--- config.mk ---
export PLATFORM = sky130hd
export DESIGN_NAME = seq_shifter_flat
export DESIGN_NICKNAME = d
export VERILOG_FILES = /design/src/rtl/shifter_pkg.sv /design/src/rtl/seq_shifter_if.sv /design/src/rtl/seq_shifter_shift_step.sv /design/src/rtl/seq_shifter.sv /design/src/flat_wrapper.sv
export SDC_FILE = /design/constraint.sdc
export NUM_CORES = 1
export LEC_CHECK = 0
export CAP_MARGIN = 40
export CORE_ASPECT_RATIO = 1.75
export CORE_UTILIZATION = 54
export DETAILED_ROUTE_END_ITERATION = 8
export PLACE_DENSITY = 0.88
export SYNTH_ARGS = -nofsm -noshare
export SYNTH_HDL_FRONTEND = slang
export SYNTH_SLANG_ARGS = --single-unit
export TNS_END_PERCENT = 50
--- constraint.sdc ---
create_clock -name clk -period 6.76 [get_ports clk]
set_input_delay 1.69 -clock clk [delete_from_list [all_inputs] [get_ports clk]]
set_output_delay 1.69 -clock clk [all_outputs]
set_load 0.03 [all_outputs]
--- src/rtl/shifter_pkg.sv ---
// Shared shift-unit definitions: shift-type encoding (common with the
// single-cycle barrel shifter) and the iterative shifter's FSM states.
package shifter_pkg;

  localparam logic [1:0] SHT_SRL     = 2'd0;
  localparam logic [1:0] SHT_SLL     = 2'd1;
  localparam logic [1:0] SHT_SRA     = 2'd2;
  localparam logic [1:0] SHT_SLL_ALT = 2'd3;

  typedef enum logic {
    ST_IDLE  = 1'b0,
    ST_SHIFT = 1'b1
  } state_t;

  // Bits needed to hold a shift amount for a given operand width.
  function automatic int shamt_bits(input int width);
    return $clog2(width);
  endfunction

endpackage

--- src/rtl/seq_shifter_if.sv ---
// Start/done request bus of the iterative shifter. The requester (ALU
// control) uses the master modport; the shift unit uses the slave modport.
// The type field is named sh_type because "type" is a reserved word.
interface seq_shifter_if #(
  parameter int WIDTH = 32
);
  localparam int SW = $clog2(WIDTH);

  logic             start;
  logic [WIDTH-1:0] a;
  logic [SW-1:0]    shamt;
  logic [1:0]       sh_type;
  logic             busy;
  logic             done;
  logic [WIDTH-1:0] r;

  modport master (
    output start, a, shamt, sh_type,
    input  busy, done, r
  );

  modport slave (
    input  start, a, shamt, sh_type,
    output busy, done, r
  );

endinterface

--- src/rtl/seq_shifter_shift_step.sv ---
// One combinational shift step of the iterative shifter: shifts acc by
// step positions (1, or 4 when SEQ_SHIFTER_FAST_EN is built in).
// Arithmetic right shifts fill every vacated bit with the sign bit.
module shift_step
  import shifter_pkg::*;
#(
  parameter int WIDTH = 32
) (
  input  logic [WIDTH-1:0] acc,
  input  logic [1:0]       op,
  input  logic [2:0]       step,
  output logic [WIDTH-1:0] acc_next
);

  logic signed [WIDTH-1:0] acc_s;

  assign acc_s = signed'(acc);

  // Select the shift direction and fill for this operation.
  always_comb begin
    acc_next = acc;
    case (op)
      SHT_SRL: acc_next = acc >> step;
      SHT_SRA: acc_next = unsigned'(acc_s >>> step);
      default: acc_next = acc << step;
    endcase
  end

endmodule

--- src/rtl/seq_shifter.sv ---
// Iterative srl/sll/sra unit with a start/done handshake. One shift step
// per cycle; with SEQ_SHIFTER_FAST_EN defined, steps of 4 are taken while
// at least 4 positions remain. Results match in both builds.
module seq_shifter
  import shifter_pkg::*;
#(
  parameter int WIDTH = 32
) (
  input logic         clk,
  input logic         rst_n,
  seq_shifter_if.slave bus
);

  localparam int SW = shamt_bits(WIDTH);

  state_t           state;
  state_t           state_next;
  logic [SW-1:0]    cnt;
  logic [1:0]       op;
  logic [WIDTH-1:0] acc;
  logic [WIDTH-1:0] acc_next;
  logic [WIDTH-1:0] r_q;
  logic             done_q;
  logic [2:0]       step;
  logic             load;
  logic             advance;
  logic             finish;

`ifdef SEQ_SHIFTER_FAST_EN
  assign step = (cnt >= SW'(4)) ? 3'd4 : 3'd1;
`else
  assign step = 3'd1;
`endif

  shift_step #(
    .WIDTH(WIDTH)
  ) u_step (
    .acc      (acc),
    .op       (op),
    .step     (step),
    .acc_next (acc_next)
  );

  // Next-state and step-control decode.
  always_comb begin
    state_next = state;
    load       = 1'b0;
    advance    = 1'b0;
    finish     = 1'b0;
    case (state)
      ST_IDLE: begin
        if (bus.start) begin
          load       = 1'b1;
          state_next = ST_SHIFT;
        end
      end
      ST_SHIFT: begin
        if (cnt == '0) begin
          finish     = 1'b1;
          state_next = ST_IDLE;
        end else begin
          advance = 1'b1;
        end
      end
      default: state_next = ST_IDLE;
    endcase
  end

  // Control state: FSM, remaining count, operation, done pulse, result.
  always_ff @(posedge clk or negedge rst_n) begin
    if (!rst_n) begin
      state  <= ST_IDLE;
      cnt    <= '0;
      op     <= SHT_SRL;
      done_q <= 1'b0;
      r_q    <= '0;
    end else begin
      state  <= state_next;
      done_q <= finish;
      if (load) begin
        cnt <= bus.shamt;
        op  <= bus.sh_type;
      end else if (advance) begin
        cnt <= cnt - SW'(step);
      end
      if (finish) begin
        r_q <= acc;
      end
    end
  end

  // Working register: loaded on accept, shifted on every active step.
  always_ff @(posedge clk) begin
    if (load) begin
      acc <= bus.a;
    end else if (advance) begin
      acc <= acc_next;
    end
  end

  assign bus.busy = (state == ST_SHIFT);
  assign bus.done = done_q;
  assign bus.r    = r_q;

endmodule
--- src/flat_wrapper.sv ---
// flat-port wrapper written by rule: the top's interface ports become plain ports
module seq_shifter_flat import shifter_pkg::*;
#(
  parameter int WIDTH = 32
)
  (clk, rst_n, bus_start, bus_a, bus_shamt, bus_sh_type, bus_busy, bus_done, bus_r);
  seq_shifter_if #(.WIDTH(WIDTH)) bus_i ();
  input logic clk;
  input logic rst_n;
  input wire logic [$bits(bus_i.start)-1:0] bus_start;
  input wire logic [$bits(bus_i.a)-1:0] bus_a;
  input wire logic [$bits(bus_i.shamt)-1:0] bus_shamt;
  input wire logic [$bits(bus_i.sh_type)-1:0] bus_sh_type;
  output wire logic [$bits(bus_i.busy)-1:0] bus_busy;
  output wire logic [$bits(bus_i.done)-1:0] bus_done;
  output wire logic [$bits(bus_i.r)-1:0] bus_r;
  assign bus_i.start = bus_start;
  assign bus_i.a = bus_a;
  assign bus_i.shamt = bus_shamt;
  assign bus_i.sh_type = bus_sh_type;
  assign bus_busy = bus_i.busy;
  assign bus_done = bus_i.done;
  assign bus_r = bus_i.r;
  seq_shifter #(.WIDTH(WIDTH)) u_core (.clk(clk), .rst_n(rst_n), .bus(bus_i));
endmodule
==> results.yml, run 1 <==
outcome:
  status: "complete, no violations"
die:
  rows: 37
  ios: 76
  core_um2: 5970
  dieArea_um2: 6620
  die_w_um: 61.9
  initial_core_util_pct: 56.8
  dieHeight_um: 107
logic_synthesis:
  syn_area_um2: 3390
  synth_top_area_share_pct: 30.2
  synth-compound-area-share_pct: 7.34
  yosysMostFrequentCell: "dfrtp_1"
  avgSynthCellArea_um2: 13.5
  postSynthCellCount: 252
  ys_seq_area_share_pct: 58.6
  synthSimpleGateAreaFrac_pct: 5.94
  synth-async-reset-ratio_pct: 56.2
  synth_commonest_cells: "dfrtp_1 (41), nand2_1 (35), mux2i_1 (34), o21ai_0 (34), edfxtp_1 (32)"
  yosys_warnings: 0
  synth_edf_count: 32
  ys_ff_latch: 73
  synth_nets: 295
  synth.distinct_cells: 28
  synth_top_family_by_area: "multiplexers"
  yosys.area_share.adder_pct: 0.369
  synth-xor-area-share_pct: 0.258
  synthMuxAreaShare_pct: 24.2
  synth_area_leaders: "dfrtp_1 (30%), edfxtp_1 (28%), mux2_4 (13%)"
  synth_ff_type: "dfrtp_1"
  synth_area_leader_cell: "dfrtp_1"
detailed_routing:
  dr.pass1.iters: 4
  vias_per_cell: 5.43
  postRouteAntennaNets: 0
  top_layer_used: "met4"
  finalWirelength_mm: 6.83
  num_vias: 2221
  met1_length_mm: 2.71
  dr_wl_met3_um: 206
  drt_iter0_markers: 56
  drc_errors: 0
  wire_per_inst_um: 16.7
  wl_met2_mm: 3.72
critical_path:
  reg2regPathDepth: 5
  worstSetupStartpointType: "flop"
  crit_fanout: 10
  required_ps: 5070
  worst_path_largest_cell_delay_ps: 750
  crit_family: "buffers and inverters"
  r2r-end: "u_core.bus.r[2]"
  rr_startpoint: "u_core.cnt[0]"
  critical_path.cell_chain: "clkdlybuf4s50_1"
  reg2reg_slack_ps: 4700
  cp_num_buf_inv: 1
  criticalPathCategory: "reg2out"
  critPathSlowestCell: "clkdlybuf4s50_1"
  end_kind: "output pin"
  arrival_ps: 1660
clocking:
  cts_resized: 0
  post_cts_buffers: 0
  cts_buffers: 9
  clk_pin_slew_ps: 70
  postCtsHoldBufs: 0
  cts_root_buf: "clkbuf_8"
  clk_latency_ps: 340
  htree_levels: 3
  clock_path_buffers: 2
  cts_tree: "built"
  clock_sinks: 73
pwr:
  worst_ir_drop_vdd_mv: 0.288
  power.density_nw_per_um2: 503
  leakage_nw: 1.91
  total_power_mw: 2.24
timing:
  relSlewSlack_pct: 54.1
  worstMarginPinSlew_ps: 687
  clock.fmax_mhz: 299
  drv_slew: 0
  setup_tns_ps: 0
  setup_viol: 0
  fin_crit_sh_pct: 49.5
  clock_skew_ps: 10.2
  period_minus_slack_ps: 3350
  finalHoldViolations: 0
  setup_slack_ps: 3410
  rsz0062_at_grt: "no"
finish:
  nets: 369
  seq_area_um2: 1990
  fillers: 371
  area_growth_pct: 31.6
  final_util_pct: 74.8
  n_antenna_cell: 0
  multi_input_area_um2: 1310
  final_cell_area_um2: 4470
  drive_gt1_share_pct: 18.1
global_route:
  antenna_found_initial: 0
  overflow: 0
  grt_pass1_wl_mm: 10.7
  grt_max_degree: 44
  grt_usage_pct: 22.6
  grt_pass1_vias: 2239
min_path:
  hold_end: "u_core.bus.r[1]"
  hold_path_depth: 1
  hold_class: "reg2reg"
  min_from: "u_core.bus.r[1]"
place:
  placed_area_um2: 4260
  place_congestion: 0.794
  port_buffers: 75
  dp_hpwl_mm: 4.74
  dp_slack_ps: 3240
job:
  maxCapViolations: 0
[worst max-delay path by stage]
stage                          from              to  slack [ps]  cells after the start
detailed placement        bus_start   u_core.cnt[1]        3240                      5
global placement          bus_start    u_core.op[0]        2980                      3
global route        u_core.bus.busy        bus_busy        3380                      1
floorplan                 bus_start  u_core.acc[31]        2660                      3
CTS                 u_core.bus.busy        bus_busy        3410                      1
finish              u_core.bus.busy        bus_busy        3410                      1
[metal layers]
layer,up-vias,track usage [%]
met2,66,38.9
met3,15,4.22
met4,0,10.5
li1,1047,-
met5,-,0
met1,1093,26.1
[layout make-up]
cell class	instances	area share [%]
multi-input cells	157	29.4
repair buffers	79	18.8
flip-flops and latches	73	44.5
inverters	6	0.504
clock inverters	6	1.51
well taps	78	2.19
clock buffers	10	3.08
[through the flow]
step | hold WS (ps) | std cells
final | 508 | 409
after global routing | 522 | 409
after CTS | 512 | 409
after detailed placement | 494 | 393
after global placement | 489 | 389
after floorplan | 482 | 252
[worst reg2reg max path, cell delays in order (launching register included)]
cell and delay (ps):
dfrtp_1 420, inv_1 80, ha_1 190, nor3b_4 390, nand2_4 440, mux2_4 440
[registers in the layout (all words and copies together), names as in the netlist]
register,count
u_core.acc,32
u_core.bus.busy,1
u_core.bus.done,1
u_core.bus.r,32
u_core.cnt,5
u_core.op,2
[cells in the final DEF (no fill, tap or decap), types with 2 or more instances in the layout]
| master | n |
|---|---|
| clkinvlp_4 | 2 |
| edfxtp_1 | 32 |
| o31a_1 | 2 |
| nand2_1 | 35 |
| mux2i_1 | 34 |
| mux2_2 | 4 |
| inv_1 | 6 |
| clkbuf_8 | 10 |
| clkinv_4 | 2 |
| mux2_4 | 29 |
| buf_16 | 2 |
| a21oi_1 | 2 |
| buf_12 | 2 |
| o21ai_0 | 34 |
| clkdlybuf4s50_1 | 74 |
| dfrtp_1 | 40 |
[power by group]
group	leakage (nW)	total, mW	switching, mW	internal, mW
registers	0.852	0.928	0.182	0.746
clock network	0.0985	0.342	0.161	0.181
logic	0.960	0.975	0.472	0.502
[cell families (layout without fill, tap and decap cells)]
kind of cell	count (synthesis)	in the layout
and+or+nand+nor	43	43
AOI/OAI and AO/OA	45	45
buffers and inverters	22	101
muxes	67	67
adders and majority gates	1	1
DFF	73	73
xor gates and xnor gates	1	1
Note: power is estimated with default switching activity, not from simulation.
==> run 2, diff against run 1 <==
CORE_UTILIZATION = 45   (was 54)
PLACE_DENSITY = 0.78   (was 0.88)
clock period = 3 ns   (was 6.76 ns; I/O delays follow)
==> run 2 against run 1 <==
  * Final area increased by 1.0%
  * Cell count increased by 2.0%
  * Combinational power increased by 130%
  * Routed wire length increased by 0.47%
  * First-iteration DRC count increased by 140%
  * Sequential power increased by 120%
  * Largest cell class unchanged
  * Largest power group unchanged
==> results.yml, run 2 (synthesis results as in run 1) <==
pwr:
  power.density_nw_per_um2: 1160
  leakage_nw: 1.93
  worst_ir_drop_vdd_mv: 0.726
global_route:
  grt_usage_pct: 19.4
  grt_pass1_wl_mm: 11.0
  overflow: 0
  busiest_layer: "met2"
  antenna_found_initial: 0
  use_met2_pct: 34.1
  grt_pass1_vias: 2225
  grt_max_degree: 72
  gr-usage-met1_pct: 21.5
  gr-usage-met3_pct: 2.91
die:
  core_um2: 7230
  rows: 41
  die_w_um: 67.6
  dieHeight_um: 117
  ios: 76
  initial_core_util_pct: 46.9
  dieArea_um2: 7910
critical_path:
  reg2regPathDepth: 5
  worstSetupStartpointType: "flop"
  criticalPathCategory: "reg2out"
  end_kind: "output pin"
  crit_family: "buffers and inverters"
  required_ps: 2250
  rr_startpoint: "u_core.cnt[0]"
  arrival_ps: 1660
  cp_num_buf_inv: 1
  critPathSlowestCell: "clkdlybuf4s50_1"
  worst_path_largest_cell_delay_ps: 750
  reg2reg_slack_ps: 880
  r2r-end: "u_core.bus.r[25]"
  crit_fanout: 10
  critical_path.cell_chain: "clkdlybuf4s50_1"
detailed_routing:
  vias_per_cell: 5.22
  postRouteAntennaNets: 0
  dr.pass1.iters: 5
  drt_iter0_markers: 135
  drc_errors: 0
  wire_per_inst_um: 16.5
  finalWirelength_mm: 6.86
  num_vias: 2176
timing:
  rsz0062_at_grt: "no"
  worstMarginPinSlew_ps: 632
  clock.fmax_mhz: 414
  drv_slew: 0
  fin_crit_sh_pct: 80.4
  finalHoldViolations: 0
  relSlewSlack_pct: 57.9
  period_minus_slack_ps: 2410
  setup_tns_ps: 0
  setup_viol: 0
  clock_skew_ps: 4.03
clocking:
  cts_root_buf: "clkbuf_16"
  htree_levels: 3
  cts_tree: "built"
  post_cts_buffers: 0
  clock_sinks: 73
  cts_buffers: 9
  clk_pin_slew_ps: 60
  clock_path_buffers: 2
  cts_resized: 0
  postCtsHoldBufs: 0
  clk_latency_ps: 330
place:
  dp_cells: 401
  dp_hpwl_mm: 4.78
  port_buffers: 75
  place_congestion: 0.789
finish:
  mostFrequentLayoutCells: "clkdlybuf4s50_1 (74), dfrtp_1 (40), nand2_1 (35)"
  nets: 369
  mostFrequentLayoutCell: "clkdlybuf4s50_1"
  area_growth_pct: 32.9
  n_antenna_cell: 0
  fillers: 583
  layout.cells.non_filler: 417
  drive_gt1_share_pct: 17.2
outcome:
  status: "complete, no violations"
min_path:
  hold_class: "in2async"
job:
  maxCapViolations: 0
## run 2: cell count changes in the layout (fill, tap and decap cells not counted), sizes merged
cell / previous run / this run
clkinvlp: 2 / 1
bufinv: 1 / 0
clkinv: 3 / 2
clkbuf: 10 / 13
## run 2: worst max-delay path by stage
stage | start | end | slack [ps] | cells past startpoint
4_1_cts | u_core.bus.busy | bus_busy | 570 | 1
6_report | u_core.bus.busy | bus_busy | 590 | 1
5_1_grt | u_core.bus.busy | bus_busy | 550 | 1
2_1_floorplan | u_core.bus.busy | u_core.acc[31] | 500 | 4
3_5_place_dp | bus_start | u_core.acc[4] | 520 | 4
3_3_place_gp | bus_start | u_core.acc[2] | 530 | 4
## run 2: through the flow
step | cell area [um2] | worst slack, ps | total power [mW] | hold slack (ps) | utilization [%]
global route | 4510 | 554 | 5.53 | 410 | 62.4
CTS | 4510 | 575 | 5.27 | 391 | 62.4
finish | 4510 | 587 | 5.22 | 377 | 62.4
global placement | 4220 | 529 | 4.18 | 491 | 58.4
detailed placement | 4240 | 522 | 4.28 | 494 | 58.7
floorplan | 3400 | 503 | 3.48 | 454 | -
## run 2: cell type report
| cell class | count | area, um2 | share of cell area, % |
|---|---|---|---|
| multi-input combinational | 157 | 1310 | 29.1 |
| clock inverter | 3 | 17.5 | 0.388 |
| clock buffer | 13 | 250 | 5.55 |
| timing repair buffer | 79 | 813 | 18.0 |
| sequential | 73 | 1990 | 44.1 |
| tap | 86 | 108 | 2.39 |
| inverter | 6 | 22.5 | 0.499 |
## run 2: power breakdown
part,internal [mW],total [mW],leakage (nW),switching [mW]
sequential,1.68,2.06,0.852,0.373
clock,0.580,0.965,0.130,0.385
combinational,1.12,2.20,0.949,1.08
## run 2: layer usage
layer  wire length (um)  vias to the layer above
met5                  0                        -
met4                173                        0
met3                190                       12
met2               3850                       50
met1               2650                     1068
li1                   -                     1046
